<file path="config.mk">
export PLATFORM = sky130hd
export DESIGN_NAME = switch_debounce_events
export DESIGN_NICKNAME = d
export VERILOG_FILES = /design/src/rtl/switch_debounce_events.sv
export SDC_FILE = /design/constraint.sdc
export NUM_CORES = 1
export LEC_CHECK = 0
export CAP_MARGIN = 20
export CORE_AREA = 5 5 76 95
export DETAILED_ROUTE_END_ITERATION = 10
export DIE_AREA = 0 0 81 100
export GPL_ROUTABILITY_DRIVEN = 0
export SLEW_MARGIN = 20
export SYNTH_ARGS = -nofsm -noshare
export SYNTH_HDL_FRONTEND = slang
export SYNTH_SLANG_ARGS = --single-unit
</file>
<file path="constraint.sdc">
create_clock -name i_Clk -period 2.9 [get_ports i_Clk]
set_input_delay 0.725 -clock i_Clk [delete_from_list [all_inputs] [get_ports i_Clk]]
set_output_delay 0.725 -clock i_Clk [all_outputs]
set_load 0.1 [all_outputs]
</file>
<file path="src/rtl/switch_debounce_events.sv">
// switch_debounce_events: synchronises and debounces one push-button into a level plus press/release/hold pulses.
// Define SWITCH_AUTOREPEAT_EN to re-pulse o_Press every REPEAT_CYCLES after o_Hold while the button stays down.
module switch_debounce_events #(
    parameter int DEBOUNCE_CYCLES = 250000,
    parameter int HOLD_CYCLES     = 25000000,
    parameter int REPEAT_CYCLES   = 5000000
) (
    input  logic i_Clk,
    input  logic i_Rst_L,
    input  logic i_Switch,
    output logic o_Switch,
    output logic o_Press,
    output logic o_Release,
    output logic o_Hold
);
    localparam int DW = $clog2(DEBOUNCE_CYCLES);
    localparam int HW = $clog2(HOLD_CYCLES);

    if (DEBOUNCE_CYCLES < 2 || HOLD_CYCLES < 2 || REPEAT_CYCLES < 2) begin : g_bad_params
        $error("switch_debounce_events: cycle parameters must be >= 2");
    end

    typedef enum logic [1:0] {S_RELEASED, S_PRESS_WAIT, S_PRESSED, S_RELEASE_WAIT} state_t;

    state_t        state, state_nx;
    logic          meta, sync;
    logic [DW-1:0] db_cnt, db_nx;
    logic [HW-1:0] hold_cnt, hold_nx;
    logic          hold_done, hold_done_nx;
    logic          db_end, hold_top, hold_fire, rpt_fire, in_hi;
    logic          sw_nx, press_nx, rel_nx;

    assign in_hi     = (state == S_PRESSED) || (state == S_RELEASE_WAIT);
    assign db_end    = db_cnt == DW'(DEBOUNCE_CYCLES - 1);
    assign hold_top  = hold_cnt == HW'(HOLD_CYCLES - 1);
    assign hold_fire = (state == S_PRESSED) && hold_top && !hold_done;

    always_ff @(posedge i_Clk or negedge i_Rst_L)
        if (!i_Rst_L) begin
            meta      <= 1'b0;
            sync      <= 1'b0;
            state     <= S_RELEASED;
            db_cnt    <= '0;
            hold_cnt  <= '0;
            hold_done <= 1'b0;
            o_Switch  <= 1'b0;
            o_Press   <= 1'b0;
            o_Release <= 1'b0;
            o_Hold    <= 1'b0;
        end else begin
            meta      <= i_Switch;
            sync      <= meta;
            state     <= state_nx;
            db_cnt    <= db_nx;
            hold_cnt  <= hold_nx;
            hold_done <= hold_done_nx;
            o_Switch  <= sw_nx;
            o_Press   <= press_nx;
            o_Release <= rel_nx;
            o_Hold    <= hold_fire;
        end

    always_comb begin
        state_nx = state;
        unique case (state)
            S_RELEASED:     state_nx = sync ? S_PRESS_WAIT : S_RELEASED;
            S_PRESS_WAIT:   state_nx = !sync ? S_RELEASED : db_end ? S_PRESSED : S_PRESS_WAIT;
            S_PRESSED:      state_nx = sync ? S_PRESSED : S_RELEASE_WAIT;
            S_RELEASE_WAIT: state_nx = sync ? S_PRESSED : db_end ? S_RELEASED : S_RELEASE_WAIT;
            default:        state_nx = S_RELEASED;
        endcase
    end

    // Hold count only advances in S_PRESSED, so release bounces freeze it rather than clear it.
    always_comb begin
        db_nx        = ((state == S_PRESS_WAIT) && sync) || ((state == S_RELEASE_WAIT) && !sync) ? db_cnt + DW'(1) : '0;
        hold_nx      = !in_hi ? '0 : ((state == S_PRESSED) && !hold_top) ? hold_cnt + HW'(1) : hold_cnt;
        hold_done_nx = in_hi && (hold_done || hold_fire);
        sw_nx        = (state_nx == S_PRESSED) || (state_nx == S_RELEASE_WAIT);
        press_nx     = ((state == S_PRESS_WAIT) && (state_nx == S_PRESSED)) || rpt_fire;
        rel_nx       = (state == S_RELEASE_WAIT) && (state_nx == S_RELEASED);
    end

`ifdef SWITCH_AUTOREPEAT_EN
    localparam int RW = $clog2(REPEAT_CYCLES);

    logic [RW-1:0] rpt_cnt;
    logic          rpt_run;

    assign rpt_run  = (state == S_PRESSED) && hold_done;
    assign rpt_fire = rpt_run && (rpt_cnt == RW'(REPEAT_CYCLES - 1));

    always_ff @(posedge i_Clk or negedge i_Rst_L)
        if (!i_Rst_L)
            rpt_cnt <= '0;
        else
            rpt_cnt <= (!in_hi || hold_fire || rpt_fire) ? '0 : rpt_run ? rpt_cnt + RW'(1) : rpt_cnt;
`else
    assign rpt_fire = 1'b0;
`endif

endmodule

</file>
### Word level (Yosys, flattened, before mapping)

Index checks and enable logic that the tools add are counted.

| storage, ports and cells | value |
|---|---|
| flip-flop bits (word level) | 52 |
| logic and storage cells | 47 |
| input port bits | 3 |

| cells by class | value |
|---|---|
| eq/ne operators | 8 |
| muxes and demuxes | 10 |
| $add $sub $neg | 2 |
| reduce and logical (&&, ||, !) cells | 17 |

Operators with widths:

| operator | count |
|---|---|
| 25-bit 2-to-1 mux | 2 |
| 25-bit by 1-bit adder with 25-bit output (second input constant) | 1 |
| 25-bit equality test (second input constant) | 1 |
| 18-bit by 1-bit adder with 18-bit output (second input constant) | 1 |
| 18-bit equality test (second input constant) | 1 |
| 18-bit 2-to-1 mux | 1 |
| 2-bit equality test (second input constant) | 4 |
| 1-bit logical AND | 8 |
| 2-bit 2-to-1 mux | 4 |
| 2-bit one-hot mux with 4 select lines | 1 |
| 2-bit zero test | 2 |
| 1-bit logical OR | 4 |
| 1-bit zero test | 3 |
| 2-bit by 1-bit equality test with 1-bit output (second input constant) | 1 |
| 1-bit 2-to-1 mux | 2 |
| 2-bit by 1-bit != test with 1-bit output (second input constant) | 1 |

### Depth between registers and ports, before layout

| logic depth | value |
|---|---|
| depth in word-level cells | 6 |
| depth in mapped cells | 7 |
| depth with buffers taken out | 6 |

### Least setup slack after synthesis

No wires, ideal clock.

| timing | value |
|---|---|
| path type | reg2reg |
| from | register hold_cnt[10] |
| to | register hold_cnt[0] |
| slack | 806 ps |
| data arrival time | 1975 ps |
| buffers on the path | 1 |
| stages on the path, launching flop included | 7 |
| library setup time | 119 ps |
| clock period less this slack | 2094 ps |
| path through | dfrtp_1 > or4_1 > or4_4 > o21bai_2 > buf_6 > xnor2_1 > and2_1 |

| between the ends | value |
|---|---|
| cells in the longest elaborated chain, start to end | 4 |

Ends and longest elaborated chain:

| item | RTL line | RTL |
|---|---|---|
| from (decl) | 28 | `logic [HW-1:0] hold_cnt, hold_nx;` |
| from (signal assigned) | 55 | `hold_cnt <= hold_nx;` |
| 25-bit equality test | 35 | `assign hold_top = hold_cnt == HW'(HOLD_CYCLES - 1);` |
| 1-bit zero test | 77 | `hold_nx = !in_hi ? '0 : ((state == S_PRESSED) && !hold_top) ? hold_cnt + HW'(1) : hold_cnt;` |
| 1-bit logical AND | 77 |  |
| 2-bit by 1-bit != test with 1-bit output (no line) | - |  |

Every way passes these cells.
A chain may end at the register's enable or synchronous reset.

### Worst setup path after layout

Ends and elaborated chain as after synthesis.

==> impl_metrics.py <==
metrics = {
    "global_route": {
        "grt_start_max_net_pins": 36,
        "track_usage": 0.130,
        "grt_pass1_wl_mm": 8.28,
        "first_global_vias": 1780,
        "grt_antenna_before_repair": 0,
        "overflow": 0,
    },
    "cts": {
        "clockBufferDepth": 2,
        "cts.reportedPaths.clkPinSlew_ps": 100,
        "postCtsHoldBufs": 0,
        "postCtsSetupBuffers": 0,
        "cts.sinks": 52,
        "h-tree-depth": 2,
        "post_cts_resized": 0,
        "cts_tree": "yes",
        "cts_buffers": 5,
        "insertion_delay_ps": 310,
        "root_buffer": "clkbuf_8",
    },
    "drt": {
        "drt_iter0_drc": 108,
        "drc_errors": 0,
        "routedWlPerCell_um": 13.6,
        "drtAntennaViolNets": 0,
        "routed_wirelength_mm": 4.60,
        "viasPerCell": 5.18,
        "dr_total_vias": 1755,
        "dr.pass1.iters": 4,
    },
    "critical_path": {
        "reg2reg_to": "hold_cnt[0]",
        "endpoint_kind": "register",
        "cpMaxStageDelayCell": "or4_4",
        "max_stage_delay_ps": 560,
        "timing.rr.start": "hold_cnt[10]",
        "cp.arrival_ps": 2540,
        "crit_type": "register to register",
        "crit_path_cell_trace": "or4_1 -> or4_4 -> o21bai_2 -> xnor2_1 -> and2_1",
        "start_kind": "register",
        "crit_required_ps": 3100,
        "cp_max_fo": 12,
        "r2r_slack_ps": 560,
        "reg2reg_depth": 5,
    },
    "logic_synthesis": {
        "netlist_area_um2": 2540,
        "ys_async_sr_fraction": 1.00,
        "synth_top_area_frac": 0.512,
        "synth_top_area_cell": "dfrtp_1",
        "synthCells": 243,
        "synth_edf_count": 0,
        "avgSynthCellArea_um2": 10.5,
        "ys_warn_count": 0,
        "synth_seq_area_share": 0.512,
        "ys_seq_elements": 52,
        "synth.area.top_cells": "dfrtp_1, xnor2_1, and2_1",
        "syn-num-nets": 248,
        "synth_flop_cell": "dfrtp_1",
        "ys_types": 41,
    },
    "power": {
        "swShare": 0.211,
        "p_seq_frac": 0.580,
        "power_frac_clock": 0.398,
        "power.static_leakage_uw": 0.00117,
        "p_int_uw": 995,
        "combPwrFrac": 0.022,
        "p_total_uw": 1260,
        "p_per_area_nw_per_um2": 451,
        "peakVddDrop_uv": 250,
        "p_switching_uw": 267,
    },
    "min_path": {
        "whs_endpoint": "sync",
        "min_from": "meta",
        "hp-class": "register to register",
        "worstHoldPathCells": 0,
    },
    "run": {
        "drv_cap": 0,
    },
    "timing": {
        "fin_crit_ps": 2340,
        "fin_crit_sh": 0.806,
        "hold_viol": 0,
        "rsz0062_at_grt": "false",
        "report.final.slew_viol_count": 0,
        "tightest_slew_ps": 850,
        "slew_headroom": 0.432,
        "holdWs_ps": 364,
        "fmax_mhz": 428,
        "finalSetupViolCount": 0,
        "fin_skew_ps": 12.1,
        "setup_tns_ps": 0,
    },
    "die": {
        "rows": 32,
        "fp.dieW_um": 81,
        "die-area_um2": 8100,
        "core_area_um2": 6170,
        "die_h_um": 100,
        "start_util": 0.412,
        "io_pins": 7,
    },
    "finish": {
        "drive_gt1_frac": 0.0984,
        "final_nets": 258,
        "antenna_cells": 0,
        "num-fill-cells": 618,
        "mostFrequentLayoutCell": "dfrtp_1",
        "area_growth_pct": 10.2,
        "final_cell_mix": "dfrtp_1, nor2_1, xnor2_1, and2_1, nand2_1",
    },
    "run_status": {
        "status": "finished, final reports clean",
    },
    "placed_design": {
        "hpwl_mm": 3.20,
        "io_buffers": 6,
    },
}
==> worst max-delay path by stage <==
stage | from | endpoint | slack [ps] | cells after the start
2_1_floorplan | hold_cnt[10] | hold_cnt[0] | 810 | 6
3_3_place_gp | hold_cnt[10] | hold_cnt[0] | 610 | 5
3_5_place_dp | hold_cnt[10] | hold_cnt[0] | 580 | 5
4_1_cts | hold_cnt[10] | hold_cnt[0] | 550 | 5
5_1_grt | hold_cnt[10] | hold_cnt[6] | 410 | 5
6_report | hold_cnt[10] | hold_cnt[0] | 560 | 5
==> final cells by class <==
cell class                      count  area, µm²  share of cell area
Clock buffer                        6       72.6              0.0259
Clock inverter                      2       38.8              0.0139
Inverter                            2       7.51             0.00268
Multi-Input combinational cell    182       1200               0.428
Sequential cell                    52       1300               0.465
Tap cell                           85        106              0.0380
Timing Repair Buffer               10       75.1              0.0268
==> stage by stage <==
stage,setup slack [ps],instance area (µm²),utilization,std cells
after detailed placement,578,2690,0.436,331
after global routing,411,2800,0.454,339
after global placement,607,2690,0.436,331
final,563,2800,0.454,339
after floorplan,806,2540,-,243
after CTS,553,2800,0.454,339
==> power by group through the flow <==
| stage | clock, µW | combinational [µW] | sequential, µW |
|---|---|---|---|
| after floorplan | 0 | 9.95 | 745 |
| after global placement | 0 | 29.1 | 746 |
| after detailed placement | 0 | 29.4 | 746 |
| after CTS | 518 | 29.5 | 732 |
| after global routing | 552 | 32.5 | 733 |
| final | 503 | 27.4 | 732 |
==> cell usage after synthesis (2+ instances only) <==
cell type  count
dfrtp_1       52
nor2_1        21
xnor2_1       19
and2_1        17
nand2_1       17
nand4_1       16
nand3_1       14
xor2_1        12
and3_1         8
and4_1         5
clkbuf_1       5
nand2b_1       5
nor3_1         4
o21ai_0        4
a21boi_1       3
mux2i_1        3
nor3b_1        3
nor4_1         3
o31ai_1        3
a21boi_0       2
and4b_1        2
ha_1           2
inv_1          2
mux2_2         2
or3_1          2
or4_2          2
==> metal layers <==
layer | global-route usage | vias to the layer above | routed length (µm)
met2 | 0.221 | 16 | 2330
met5 | 0 | - | 0
met1 | 0.160 | 850 | 2090
met4 | 0.0533 | 0 | 82
li1 | - | 882 | -
met3 | 0.0242 | 7 | 101
==> critical path: cells and delay by family, from the launching register on <==
kind             cells  cell delay, ps
AND/OR/NAND/NOR      3            1250
flip-flops           1             460
AO/OA/AOI/OAI        1             420
XOR/XNOR             1             110
==> flip-flops by register name (all words and copies together) (netlist names) <==
name       flops
hold_cnt      25
db_cnt        18
state          2
hold_done      1
meta           1
o_Hold         1
o_Press        1
o_Release      1
o_Switch       1
sync           1
==> cells by family after synthesis <==
| kind of cell | count (synthesis) | share of synthesized area |
|---|---|---|
| AOI/OAI and AO/OA | 18 | 0.0522 |
| xor gates and xnor gates | 31 | 0.107 |
| adders and majority gates | 2 | 0.00985 |
| buffers and inverters | 9 | 0.0162 |
| DFF | 52 | 0.512 |
| muxes | 5 | 0.0207 |
| and+or+nand+nor | 126 | 0.282 |
Note: power is estimated with default switching activity, not from simulation.
